==> config.mk <==
export PLATFORM = sky130hd
export DESIGN_NAME = fetch_unit
export DESIGN_NICKNAME = d
export VERILOG_FILES = /design/src/rtl/fetch_unit_pkg.sv /design/src/rtl/fetch_unit_if_id_reg.sv /design/src/rtl/fetch_unit.sv
export SDC_FILE = /design/constraint.sdc
export NUM_CORES = 1
export LEC_CHECK = 0
export CORE_MARGIN = 1
export CORE_UTILIZATION = 42
export CTS_BUF_LIST = sky130_fd_sc_hd__clkbuf_4
export DETAILED_ROUTE_END_ITERATION = 10
export MAX_ROUTING_LAYER = met4
export PLACE_DENSITY_LB_ADDON = 0.15
export SYNTH_ARGS = -nofsm -noshare
export SYNTH_HDL_FRONTEND = slang
export SYNTH_HIERARCHICAL = 1
export SYNTH_SLANG_ARGS = --single-unit
==> constraint.sdc <==
create_clock -name clk -period 2.76 [get_ports clk]
set_input_delay 0.552 -clock clk [delete_from_list [all_inputs] [get_ports clk]]
set_output_delay 0.552 -clock clk [all_outputs]
set_load 0.02 [all_outputs]
==> src/rtl/fetch_unit_pkg.sv <==
// Shared CPU constants for the fetch stage: vectors, JumpReq encodings and IF/ID control ops.
package fetch_unit_pkg;

  localparam logic [31:0] RESET_VECTOR_DEF = 32'h8000_0000;
  localparam logic [31:0] IRQ_VECTOR_DEF   = 32'h8000_0004;
  localparam logic [31:0] EXC_VECTOR_DEF   = 32'h8000_0008;
  localparam int          KERNEL_BIT       = 31;

  typedef enum logic [1:0] {
    JUMP_NONE = 2'b00,
    JUMP_J    = 2'b01,
    JUMP_JR   = 2'b10,
    JUMP_RSVD = 2'b11
  } jump_req_e;

  typedef enum logic [1:0] {
    IFID_LOAD   = 2'b00,
    IFID_HOLD   = 2'b01,
    IFID_BUBBLE = 2'b10
  } ifid_op_e;

  // Sequential fetch never touches the kernel bit; the low 31 bits wrap on their own.
  function automatic logic [31:0] seq_next(input logic [31:0] pc);
    return {pc[KERNEL_BIT], pc[30:0] + 31'd4};
  endfunction

endpackage

==> src/rtl/fetch_unit_if_id_reg.sv <==
// IF/ID pipeline register: load a fetched word, hold on stall, or insert a nop bubble.
module if_id_reg
  import fetch_unit_pkg::*;
(
  input  logic        clk,
  input  logic        rst_n,
  input  ifid_op_e    op,
  input  logic [31:0] instr,
  input  logic [31:0] pc_plus4,
  output logic [31:0] id_instr,
  output logic [31:0] id_pc_plus4,
  output logic        id_valid
);

  // id_valid is a qualifier only: decode treats valid=0 as a nop, there is no ready back-pressure.
  always_ff @(posedge clk or negedge rst_n) begin
    if (!rst_n) begin
      id_instr    <= 32'h0;
      id_pc_plus4 <= 32'h0;
      id_valid    <= 1'b0;
    end else begin
      case (op)
        IFID_LOAD: begin
          id_instr    <= instr;
          id_pc_plus4 <= pc_plus4;
          id_valid    <= 1'b1;
        end
        IFID_BUBBLE: begin
          id_instr    <= 32'h0;
          id_pc_plus4 <= pc_plus4;
          id_valid    <= 1'b0;
        end
        default: begin
          id_instr    <= id_instr;
          id_pc_plus4 <= id_pc_plus4;
          id_valid    <= id_valid;
        end
      endcase
    end
  end

endmodule

==> src/rtl/fetch_unit.sv <==
// Instruction fetch: next-PC selection with redirect priority, interrupt entry, EPC capture.
module fetch_unit
  import fetch_unit_pkg::*;
#(
  parameter logic [31:0] RESET_VECTOR = RESET_VECTOR_DEF,
  parameter logic [31:0] IRQ_VECTOR   = IRQ_VECTOR_DEF,
  parameter logic [31:0] EXC_VECTOR   = EXC_VECTOR_DEF
) (
  input  logic        clk,
  input  logic        reset,
  input  logic        Stall,
  input  logic        ExcReq,
  input  logic        BranchTaken,
  input  logic [31:0] BranchTarget,
  input  logic [1:0]  JumpReq,
  input  logic [31:0] JumpTarget,
  input  logic [31:0] JrTarget,
  input  logic        IRQ,
  input  logic [31:0] Instruction,
  output logic [31:0] Address,
  output logic [31:0] IF_ID_Instruction,
  output logic [31:0] IF_ID_PCPlus4,
  output logic        IF_ID_Valid,
  output logic        IrqTaken,
  output logic [31:0] EPC
);

  logic [31:0] pc;
  logic [31:0] pc_plus4;
  logic [31:0] next_pc;
  logic        irq_take;
  ifid_op_e    ifid_op;

  assign pc_plus4 = seq_next(pc);
  assign Address  = pc;

  // Any redirect (including interrupt entry) squashes the word fetched this cycle, even under Stall.
  always_comb begin
    next_pc  = pc_plus4;
    irq_take = 1'b0;
    ifid_op  = IFID_LOAD;
    if (ExcReq) begin
      next_pc = EXC_VECTOR;
      ifid_op = IFID_BUBBLE;
    end else if (BranchTaken) begin
      next_pc = BranchTarget;
      ifid_op = IFID_BUBBLE;
    end else if (JumpReq == JUMP_JR) begin
      next_pc = JrTarget;
      ifid_op = IFID_BUBBLE;
    end else if (JumpReq == JUMP_J) begin
      next_pc = {pc[KERNEL_BIT], JumpTarget[30:0]};
      ifid_op = IFID_BUBBLE;
    end else if (IRQ && !pc[KERNEL_BIT] && !Stall) begin
      next_pc  = IRQ_VECTOR;
      irq_take = 1'b1;
      ifid_op  = IFID_BUBBLE;
    end else if (Stall) begin
      next_pc = pc;
      ifid_op = IFID_HOLD;
    end
  end

  // EPC: exceptions return past the faulting word; interrupts re-fetch the dropped one.
  always_ff @(posedge clk or negedge reset) begin
    if (!reset) begin
      pc       <= RESET_VECTOR;
      EPC      <= 32'h0;
      IrqTaken <= 1'b0;
    end else begin
      pc       <= next_pc;
      IrqTaken <= irq_take;
      if (ExcReq)        EPC <= IF_ID_PCPlus4;
      else if (irq_take) EPC <= pc;
    end
  end

  if_id_reg u_if_id_reg (
    .clk         (clk),
    .rst_n       (reset),
    .op          (ifid_op),
    .instr       (Instruction),
    .pc_plus4    (pc_plus4),
    .id_instr    (IF_ID_Instruction),
    .id_pc_plus4 (IF_ID_PCPlus4),
    .id_valid    (IF_ID_Valid)
  );

endmodule
==> impl_metrics.yaml, run 1 <==
timing:
  rsz0062_at_grt: "no"
  max_freq_mhz: 421
  fin_ws_ns: 0.384
  worstMarginPinSlew_ns: 0.590
  skew_ns: 0.0210
  period_needed_ns: 2.38
  hold_slack_ns: 0.423
  slew_violations: 0
  relSlewSlack: 0.607
  hold_viol_final: 0
  setup_violations: 0
  post-route-period-util: 0.861
critical_path:
  worst_path_max_delay_cell: "clkdlybuf4s50_1"
  cp.required_ns: 2.21
  cp_top_family: "buffers and inverters"
  start_kind: "flop"
  crit_chain: "clkdlybuf4s50_1"
  critPathBufInv: 1
  cp_max_fo: 9
  slowest_delay_ns: 0.69
  worstPathArrival_ns: 1.82
  endpoint_kind: "primary output"
  path_class: "reg -> out"
layout:
  fill_cells: 1301
  syn_to_final_growth_pct: 47.2
  fin_nets: 1074
  post_route_cells_drive_above_1_share: 0.140
clock_tree:
  clk_pin_slew_ns: 0.12
  clockBufferDepth: 2
  clk_latency_ns: 0.55
  ctsResizeCount: 0
  cts_tree: "built"
  cts_buffers: 17
  hold_buffers: 1
  clock-root-buffer: "clkbuf_4"
  htree_levels: 4
  postCtsSetupRepairBufs: 0
  clock-sinks: 130
route:
  drc: 0
  dr.first_iter.drc_count: 480
  via_per_inst: 5.68
  drtAntennaViolNets: 0
  drt_first_pass_iters: 7
  vias: 6610
  finalWirelength_microns: 23900
  wl_per_cell_microns: 20.5
grt:
  grt_max_degree: 59
  grt_pass1_wl_microns: 37400
  track_usage: 0.287
  antenna_found_initial: 1
  first_global_vias: 6797
  gr-total-overflow: 0
yosys:
  syn-num-nets: 803
  synthFlopType: "dfrtp_1"
  ys.warnings.count: 6
  seq_area_frac_synth: 0.462
  synthesis.area_sq_um: 7050
  synth_edf_count: 0
  synthCells: 663
  async_flop_share: 1.00
  synth-seq-cells: 130
  synth_area_per_cell_sq_um: 10.6
  synth_cell_types: 73
power:
  swShare: 0.316
  finalPower_mw: 5.22
  internal-power_mw: 3.57
  power_frac_seq: 0.435
  combPwrFrac: 0.284
  p_per_area_nw_per_um2: 504
  p_clk_frac: 0.281
  p_sw_mw: 1.65
  leakage_nw: 4.34
  vdd_drop_max_uv: 313
floorplanning:
  io_pins: 266
  fp.dieH_microns: 132
  start_util: 0.437
  coreArea_sq_um: 16100
  die_area_sq_um: 17300
  rows: 46
  chipWidth_microns: 132
placement:
  hpwl_microns: 17500
  routabilityCongestion: 0.897
  dp_worst_setup_slack_ns: -0.0418
  portBuffers: 264
status:
  status: "finished clean"
run:
  maxCapViolations: 0
hold_path:
  hp-class: "in -> reg"
==> worst register-to-register path: stages (launching register included) <==
cell     delay, ns
dfrtp_1       0.53
and4_1        0.32
nand4_1       0.34
nor4_1        0.54
xor2_1        0.16
a221o_1       0.36
==> stage by stage <==
step / cells / area [sq um] / utilization / TNS (ns)
final: 1164 / 10400 / 0.644 / 0
after CTS: 1163 / 10400 / 0.643 / 0
after floorplan: 663 / 7050 / - / 0
after global placement: 1130 / 10000 / 0.623 / 0
after detailed placement: 1130 / 10000 / 0.623 / -0.0682
after global routing: 1164 / 10400 / 0.644 / 0
==> flip-flops by register name (all words and copies together), names as in the netlist <==
register	flops
IrqTaken	1
EPC	32
u_if_id_reg/id_pc_plus4	32
u_if_id_reg/id_instr	32
u_if_id_reg/id_valid	1
Address	32
==> layer usage <==
layer / global-route usage / part of all wire / up-vias
met5: - / 0 / -
met4: 0.0930 / 0.019 / 0
met3: 0.0687 / 0.072 / 33
met2: 0.479 / 0.51 / 300
met1: 0.340 / 0.40 / 3267
li1: - / - / 3010
==> final timing paths <==
check | from | endpoint | slack, ns | cells past startpoint
worst max register to register | Address[2] | Address[29] | 0.42 | 5
worst min-delay path | ExcReq | EPC[9] | 0.42 | 3
worst min register to register | u_if_id_reg/id_valid | u_if_id_reg/id_valid | 0.51 | 1
worst max-delay path | Address[6] | Address[6] | 0.38 | 1
max in group asynchronous | reset | Address[31] | 1.45 | 3
min in group asynchronous | reset | u_if_id_reg/id_pc_plus4[21] | 0.53 | 2
==> power groups by stage <==
stage	Combinational [mW]	Clock (mW)	Sequential [mW]
6_report	1.48	1.47	2.27
5_1_grt	1.58	1.58	2.30
4_1_cts	1.49	1.50	2.27
3_5_place_dp	1.48	0	2.30
3_3_place_gp	1.46	0	2.29
2_1_floorplan	0.488	0	2.48
==> cell type report <==
cell class,count,area [sq um],share of cell area
clock buffers,17,128,0.0123
repair buffers,311,3100,0.299
diodes,1,2.50,0.000241
multi-input cells,458,3360,0.324
clock inverters,15,190,0.0183
inverters,16,61.3,0.00591
flip-flops and latches,130,3250,0.314
well taps,216,270,0.0261
==> logic make-up after synthesis <==
logic type,Yosys count,synth area share
xor+xnor,27,0.0336
mux,64,0.106
fa+ha+maj,4,0.00710
flops,130,0.462
buf+inv,75,0.0606
compound gates,193,0.198
simple gates,170,0.134
==> synth_stat cells, types with 3 or more instances <==
master	count	area (sq um)
nor4_1	5	31.3
o211ai_1	7	52.6
nand2b_1	11	68.8
o21ai_0	50	250
o221ai_1	3	26.3
o22ai_1	9	56.3
xor2_1	9	78.8
nand2_1	54	203
or3_1	3	18.8
a221oi_1	12	105
nand4_1	7	43.8
a21oi_1	17	85.1
nor2b_1	4	25.0
dfrtp_1	129	3230
o21ai_1	4	20.0
o31ai_1	10	75.1
and2_1	3	18.8
buf_1	4	15.0
ha_1	4	50.1
mux2_4	17	255
buf_6	7	78.8
a221o_1	13	130
xnor2_1	18	158
nor3_1	10	50.1
nor2_1	22	82.6
and3_1	7	43.8
clkbuf_1	21	78.8
mux2i_1	32	320
a32o_1	3	30.0
mux2_2	15	169
o41ai_1	5	43.8
a21o_1	6	45.0
a22o_1	35	307
and4_1	5	43.8
buf_4	7	52.6
buf_2	15	75.1
inv_1	15	56.3
nand3_1	18	90.1
clkbuf_8	3	41.3
==> layout by cell type (no fill, tap or decap), types with 4 or more instances in the layout <==
cell	synthesis	routed
nand3_1	18	18
a21o_1	6	6
mux2_4	17	17
clkbuf_4	0	17
a21oi_1	17	17
o31ai_1	10	10
mux2i_1	32	32
ha_1	4	4
and4_1	5	5
and3_1	7	7
mux2_2	15	15
inv_1	15	14
nor2b_1	4	4
nor2_1	22	22
xor2_1	9	9
clkinv_1	1	4
nand4_1	7	7
nor3_1	10	10
buf_12	1	9
o21ai_1	4	4
o211ai_1	7	7
a22o_1	35	35
o21ai_0	50	50
o22ai_1	9	9
clkdlybuf4s50_1	0	261
xnor2_1	18	18
nand2b_1	11	11
a221o_1	13	13
nand2_1	54	54
nor4_1	5	5
buf_4	7	37
a221oi_1	12	12
dfrtp_1	129	129
o41ai_1	5	5
bufinv_16	0	4
Note: power is estimated with default switching activity, not from simulation.
==> run 2, diff against run 1 <==
--- a/config.mk
+++ b/config.mk
@@ -11,6 +11,7 @@
 export DETAILED_ROUTE_END_ITERATION = 10
 export MAX_ROUTING_LAYER = met4
 export PLACE_DENSITY_LB_ADDON = 0.15
+export REMOVE_ABC_BUFFERS = 1
 export SYNTH_ARGS = -nofsm -noshare
 export SYNTH_HDL_FRONTEND = slang
 export SYNTH_HIERARCHICAL = 1
==> impl_metrics.yaml, run 2 (synthesized netlist as in run 1, its figures left out) <==
route:
  top_layer: "met4"
  finalWirelength_microns: 24100
  drt_first_pass_iters: 7
  via_per_inst: 5.70
  dr.first_iter.drc_count: 432
  wl_met2_microns: 11500
  vias: 6612
  wl_per_cell_microns: 20.8
  drc: 0
  drtAntennaViolNets: 0
  wl_met1_microns: 10300
  wl_met3_microns: 1690
timing:
  worstMarginPinSlew_ns: 0.923
  setup-tns-final_ns: 0
  rsz0062_at_grt: "no"
  hold_viol_final: 0
  skew_ns: 0.0106
  relSlewSlack: 0.382
  max_freq_mhz: 417
  fin_ws_ns: 0.363
  post-route-period-util: 0.868
  hold_slack_ns: 0.367
  period_needed_ns: 2.40
  slew_violations: 0
  setup_violations: 0
clock_tree:
  cts_buffers: 17
  htree_levels: 4
  clk_pin_slew_ns: 0.12
  hold_buffers: 1
  clock-root-buffer: "clkbuf_4"
  clockBufferDepth: 2
  ctsResizeCount: 0
  postCtsSetupRepairBufs: 0
  cts_tree: "built"
  clk_latency_ns: 0.54
  clock-sinks: 130
power:
  vdd_drop_max_uv: 334
  p_clk_frac: 0.258
  combPwrFrac: 0.292
  p_sw_mw: 1.65
  swShare: 0.326
  leakage_nw: 4.29
  p_per_area_nw_per_um2: 491
  internal-power_mw: 3.41
  power_frac_seq: 0.450
critical_path:
  path_class: "reg -> reg"
  r2r_cells: 6
  cp_max_fo: 10
  reg2reg_slack_ns: 0.36
  endpoint_kind: "flop"
  timing.rr.end: "Address[30]"
  worstReg2RegStart: "Address[2]"
  start_kind: "flop"
  worstPathArrival_ns: 2.83
  cp.required_ns: 3.19
hold_path:
  hp-start: "ExcReq"
  hp-class: "in -> reg"
  whs_path_depth: 2
  hold-path-endpoint: "IrqTaken"
placement:
  dp_worst_setup_slack_ns: -0.0888
  portBuffers: 264
  routabilityCongestion: 0.890
  dp.cells: 1126
  hpwl_microns: 17400
layout:
  post_route_cells_drive_above_1_share: 0.140
  fin_nets: 1070
  final_util: 0.638
  stdcell_count: 1159
  syn_to_final_growth_pct: 45.9
  layout_common_cells: "261 x clkdlybuf4s50_1, 129 x dfrtp_1, 54 x nand2_1"
  final_common_cell: "clkdlybuf4s50_1"
grt:
  antenna_found_initial: 1
  grt_max_degree: 63
  gr-total-overflow: 0
  grt_pass1_wl_microns: 38200
  first_global_vias: 6955
  track_usage: 0.292
run:
  maxCapViolations: 0
status:
  status: "finished clean"
floorplanning:
  fp.dieH_microns: 132
  start_util: 0.437
  io_pins: 266
  chipWidth_microns: 132
  die_area_sq_um: 17300
  rows: 46
  coreArea_sq_um: 16100
[run 2: power by group through the flow]
stage / logic (mW) / clock network [mW] / registers, mW
6_report: 1.47 / 1.30 / 2.28
5_1_grt: 1.57 / 1.41 / 2.30
4_1_cts: 1.48 / 1.34 / 2.27
3_5_place_dp: 1.47 / 0 / 2.31
3_3_place_gp: 1.44 / 0 / 2.30
2_1_floorplan: 0.404 / 0 / 2.51
[run 2: per-stage QoR]
stage,cell area [sq um],power (mW)
2_1_floorplan,6680,2.91
3_5_place_dp,9990,3.78
5_1_grt,10300,5.28
4_1_cts,10300,5.09
3_3_place_gp,9990,3.74
6_report,10300,5.05
[run 2: critical path, stage by stage, from the launching register on]
cell and delay [ns]:
dfrtp_1 0.54, ha_1 0.29, nand4_1 0.23, nor3_4 0.48
nand4_1 0.23, xnor2_1 0.19, a221o_1 0.33
[run 2: layer usage]
metal  up-vias  track usage
met3        40       0.0525
met2       343        0.460
met4         0        0.112
met1      3230        0.374
met5         -            -
li1       2999            -
[run 2: area by class of cell]
cell class | instances | area (sq um)
Fill cell | 1316 | 5830
Multi-Input combinational cell | 458 | 3370
Sequential cell | 130 | 3250
Timing Repair Buffer | 307 | 3050
Tap cell | 216 | 270
Clock buffer | 19 | 143
Clock inverter | 12 | 136
Inverter | 16 | 61.3
Antenna cell | 1 | 2.50
[run 2: how the worst max path moves through the flow]
stage	from	end	cells after the start
floorplan	JumpReq[0]	u_if_id_reg/id_instr[0]	7
global placement	JumpReq[0]	Address[12]	7
detailed placement	JumpReq[0]	Address[16]	8
CTS	Address[7]	Address[7]	1
global route	Address[2]	Address[28]	6
finish	Address[2]	Address[30]	6
==> run 3, diff against run 2 <==
==> constraint.sdc (replaced) <==
create_clock -name clk -period 2.55 [get_ports clk]
set_input_delay 0.51 -clock clk [delete_from_list [all_inputs] [get_ports clk]]
set_output_delay 0.51 -clock clk [all_outputs]
set_load 0.02 [all_outputs]
==> impl_metrics.yaml, run 3 (synthesized netlist as in run 1, its figures left out) <==
clock_tree:
  clk_latency_ns: 0.54
  clockBufferDepth: 2
  clock-sinks: 130
  clk_pin_slew_ns: 0.12
  cts_buffers: 17
  clock-root-buffer: "clkbuf_4"
  cts_tree: "built"
  htree_levels: 4
  postCtsSetupRepairBufs: 0
critical_path:
  crit_start: "Address[2]"
  worst_path_max_delay_cell: "dfrtp_1"
  worstPathArrival_ns: 2.81
  slowest_delay_ns: 0.54
  worstReg2RegStart: "Address[2]"
  cp.required_ns: 2.99
  endpoint_kind: "flop"
  path_class: "reg -> reg"
  crit_chain: "ha_1 -> nand4_1 -> nor3_4 -> and4_1 -> o31ai_1 -> a211o_1"
  cp_max_fo: 10
  start_kind: "flop"
placement:
  hpwl_microns: 17100
  routabilityCongestion: 0.858
  portBuffers: 264
  dp.cells: 1133
  place_area_sq_um: 10100
route:
  top_layer: "met4"
  drt_first_pass_iters: 5
  wl_met1_microns: 10200
  drtAntennaViolNets: 0
  vias: 6618
  finalWirelength_microns: 23400
  wl_per_cell_microns: 20.1
  dr.first_iter.drc_count: 396
  wl_met2_microns: 11200
  drc: 0
  via_per_inst: 5.68
  wl_met3_microns: 1620
floorplanning:
  chipWidth_microns: 132
  fp.dieH_microns: 132
  io_pins: 266
  die_area_sq_um: 17300
  start_util: 0.437
  coreArea_sq_um: 16100
  rows: 46
layout:
  seqCellArea_sq_um: 3250
  fill_cells: 1305
  multi_input_area_sq_um: 3370
  post_route_cells_drive_above_1_share: 0.146
  stdcell_count: 1166
  syn_to_final_growth_pct: 47.6
  final_common_cell: "clkdlybuf4s50_1"
  layout_common_cells: "261 x clkdlybuf4s50_1, 129 x dfrtp_1, 54 x nand2_1"
  fin_nets: 1077
  fin_area_sq_um: 10400
timing:
  relSlewSlack: 0.453
  post-route-period-util: 0.929
  skew_ns: 0.0124
  max_freq_mhz: 422
  hold_slack_ns: 0.450
  hold_viol_final: 0
  period_needed_ns: 2.37
  worstMarginPinSlew_ns: 0.818
  setup-tns-final_ns: 0
  setup_violations: 0
  rsz0062_at_grt: "no"
  slew_violations: 0
grt:
  gr-total-overflow: 0
  first_global_vias: 6657
  grt_max_degree: 63
  antenna_found_initial: 1
  grt_pass1_wl_microns: 36800
  track_usage: 0.282
run:
  maxCapViolations: 0
power:
  finalPower_mw: 5.64
  vdd_drop_max_uv: 359
  p_per_area_nw_per_um2: 543
  leakage_nw: 4.36
status:
  status: "finished clean"
hold_path:
  hp-class: "in -> async"
run 3: final cells by class:
class                      count  area share
timing repair buffer         314       0.301
multi-input combinational    458       0.324
clock inverter                14      0.0182
sequential                   130       0.313
tap                          216      0.0260
antenna                        1    0.000241
inverter                      16     0.00590
clock buffer                  17      0.0123
run 3: through the flow:
stage,setup slack [ns],utilization
2_1_floorplan,-1.70,-
3_3_place_gp,-0.162,0.625
3_5_place_dp,-0.259,0.625
4_1_cts,0.142,0.645
5_1_grt,0.0479,0.645
6_report,0.180,0.645
run 3: timing repair:
| item | CTS | global route |
|---|---|---|
| hold buffers | 1 | 0 |
| gates resized for setup | 0 | 0 |
| endpoints found under the hold margin | 43 | 0 |
run 3: metal layers:
metal,global-route usage,vias to the layer above
met5,-,-
met4,0.101,0
met3,0.0613,39
met2,0.433,288
met1,0.366,3278
li1,-,3013
run 3: worst max-delay path: cells and delay by family, from the launching register on:
| family | cells | cell delay [ns] |
|---|---|---|
| simple gates | 3 | 1.04 |
| fa+ha+maj | 1 | 0.29 |
| flops | 1 | 0.54 |
| compound gates | 2 | 0.41 |
run 3: where the power goes:
part	switching [mW]	internal, mW
combinational	0.764	0.840
clock	0.810	0.770
sequential	0.201	2.26
run 3: final timing paths:
| check | endpoint | slack [ns] | cells after the start |
|---|---|---|---|
| min in group clk | u_if_id_reg/id_valid | 0.49 | 1 |
| worst max register to register | Address[22] | 0.18 | 6 |
| max in group asynchronous | u_if_id_reg/id_instr[14] | 1.35 | 3 |
| worst min-delay path | Address[22] | 0.45 | 2 |
| worst max-delay path | Address[22] | 0.18 | 6 |
| worst min register to register | u_if_id_reg/id_valid | 0.49 | 1 |
==> RTL edit: new RTL, flow settings as in run 3 <==
Register the output `IrqTaken` once more; this adds one clock of latency there. The other outputs are not delayed to match.
--- a/src/rtl/fetch_unit.sv
+++ b/src/rtl/fetch_unit.sv
@@ -26,2 +26,4 @@
 );
+
+  logic IrqTaken_s0;
 
@@ -68,6 +70,6 @@
       EPC      <= 32'h0;
-      IrqTaken <= 1'b0;
+      IrqTaken_s0 <= 1'b0;
     end else begin
       pc       <= next_pc;
-      IrqTaken <= irq_take;
+      IrqTaken_s0 <= irq_take;
       if (ExcReq)        EPC <= IF_ID_PCPlus4;
@@ -88,2 +90,6 @@
 
+  always_ff @(posedge clk) begin
+    IrqTaken <= IrqTaken_s0;
+  end
+
 endmodule
Function: changed (Yosys sat finds a counterexample within 4 cycles, from zero or initial values and one cycle with reset low).
==> RTL edit against run 3 <==
  * Area after synthesis is 0.28% higher
  * Fmax down 0.98%
  * Combinational power up 3%
  * Non-clock buffer count up 18
  * Worst setup slack got worse by 0.023 ns
  * Sequential cell count is 1 higher
  * Final area up 2.0%
  * Die area increased by 0.27%
  * Routed wire length is 1.9% higher
  * Critical path type is now reg2out
  * First-iteration DRC count increased by 14%
  * Total power increased by 3.4%
  * Synthesized cell count rose by 0.15%
  * Cell count grew 2.1%
==> RTL edit: results (changes against run 3) <==
largest cells by area after synthesis=dfrtp_1 46%, mux2i_1 4.5%, a22o_1 4.3%, mux2_4 3.6%, o21ai_0 3.5%; hold-fix buffers at CTS=1 (unchanged); Post-synth EDFFs=0 (unchanged); HP Class=in2reg; Worst path slowest cell=clkdlybuf4s50_1; Largest stage delay, worst path=0.69 ns (+0.15 ns); Distinct cells, synth=74 (+1.4%); Slew HR=52.52% (+7.3 points); Via density=5.633 (-0.76%); top_reg_cell synth=dfrtp_1; outcome=finished, final reports clean; dpl ws=-0.2335 ns (+0.02540 ns); R2R cell count=6 (unchanged); Synth async-reset ratio=99.24% (-0.76 points); clock-pin slew on the worst setup and hold paths=0.11 ns; CTS root buf=clkbuf_4; crit path DAT=1.88 ns (-0.93 ns); WL final=23900 um (+1.9%); GRT Util Overall=29.10% (+0.90 points); hpwl dp=17440 um (+1.7%); 1st-iter DRT viols=450 (+14%); clock skew=0.02049 ns (+0.008096 ns); crit-path max FO=11 (+1); Net count, final=1096 (+1.8%); Placer Congestion=0.8870 (+3.4%); Port Buffer Count=264 (unchanged); Critical Path Sink=Address[7]; initial antenna violation count=1 (unchanged); vias in the first global route=6856 (+3.0%); commonest cells in the netlist=129 x dfrtp_1, 54 x nand2_1, 50 x o21ai_0; largest net degree at the start of global routing=68 (+7.9%); Crit path max-delay family=buffers and inverters; # resized after CTS=0 (unchanged); Max Buffers Root-to-Sink=2 (unchanged); Synthesis Warnings=6 (unchanged); first-pass GRT wire length=37620 um (+2.3%); Num CTS Buffers=17 (unchanged); Leak=0.004491 uW (+3.0%); DR pass1 iterations=5 (unchanged); H-tree levels=4 (unchanged); Sw Share=31.01% (-0.44 points); layout cell share with drive strength beyond 1=16.10% (+1.5 points); FF-to-FF Start=Address[3]$_DFFE_PN0P_; Setup Buffers After CTS=0 (unchanged); worst skew pair latency=0.58 ns (+0.04 ns); final worst path period need=2.393 ns (+0.02347 ns); worst reg2reg path endpoint=Address[28]$_DFFE_PN0P_; Worst Setup SP=Address[7]$_DFFE_PN0P_; Seq/Total Area, Yosys=46.34% (+0.15 points); reg2reg setup slack=0.25 ns (+0.07 ns); Peak VDD IR=0.0002922 V (-19%)
## RTL edit: per-layer routing
metal | track usage, % | up-vias | share of wire, %
met5 | - | - | 0
met4 | 12.21 | 0 | 2.6
met3 | 4.861 | 48 | 5.5
met2 | 47.18 | 281 | 49
met1 | 35.97 | 3319 | 42
li1 | - | 3055 | -
## RTL edit: cells by family after synthesis
family                   after synthesis  synth area share, %
AO/OA/AOI/OAI                        193                19.71
AND/OR/NAND/NOR                      170                13.32
flip-flops                           131                46.34
buffers and inverters                 75                6.038
multiplexers                          64                10.54
XOR/XNOR                              27                3.347
adder cells (fa/ha/maj)                4               0.7084
## RTL edit: cell type report
cell class              instances  area, sq um
fillers                      1331         5918
flip-flops and latches        131         3274
diodes                          1        2.502
inverters                      16        61.31
repair buffers                332         3284
clock inverters                14        209.0
clock buffers                  18        135.1
multi-input cells             458         3364
well taps                     220        275.3
## RTL edit: worst min path at each step
stage | from | slack [ns] | depth (start not counted) | endpoint
5_1_grt | ExcReq | 0.27 | 2 | IrqTaken_s0$_DFF_PN0_
3_3_place_gp | IrqTaken_s0$_DFF_PN0_ | 0.34 | 0 | IrqTaken$_DFF_P_
4_1_cts | ExcReq | 0.26 | 2 | IrqTaken_s0$_DFF_PN0_
2_1_floorplan | reset | 0.21 | 0 | Address[0]$_DFFE_PN0P_
6_report | ExcReq | 0.28 | 2 | IrqTaken_s0$_DFF_PN0_
3_5_place_dp | IrqTaken_s0$_DFF_PN0_ | 0.36 | 0 | IrqTaken$_DFF_P_
## RTL edit: power by group through the flow
| stage | Clock (uW) | Combinational (uW) | Sequential [uW] |
|---|---|---|---|
| after floorplan | 0 | 437 | 2730 |
| after global placement | 0 | 1620 | 2490 |
| after detailed placement | 0 | 1650 | 2500 |
| after CTS | 1750 | 1660 | 2460 |
| after global routing | 1820 | 1750 | 2490 |
| final | 1720 | 1650 | 2460 |
## RTL edit: through the flow
stage | util, % | hold WS [ns] | TNS (ns) | instances | cell area [sq um]
6_report | 64.19 | 0.2796 | 0 | 1190 | 10610
5_1_grt | 64.19 | 0.2717 | 0 | 1190 | 10610
4_1_cts | 64.17 | 0.2575 | 0 | 1189 | 10600
3_5_place_dp | 62.03 | 0.3573 | -12.72 | 1156 | 10250
3_3_place_gp | 62.03 | 0.3404 | -9.011 | 1156 | 10250
2_1_floorplan | - | 0.2144 | -129.39 | 605 | 6699
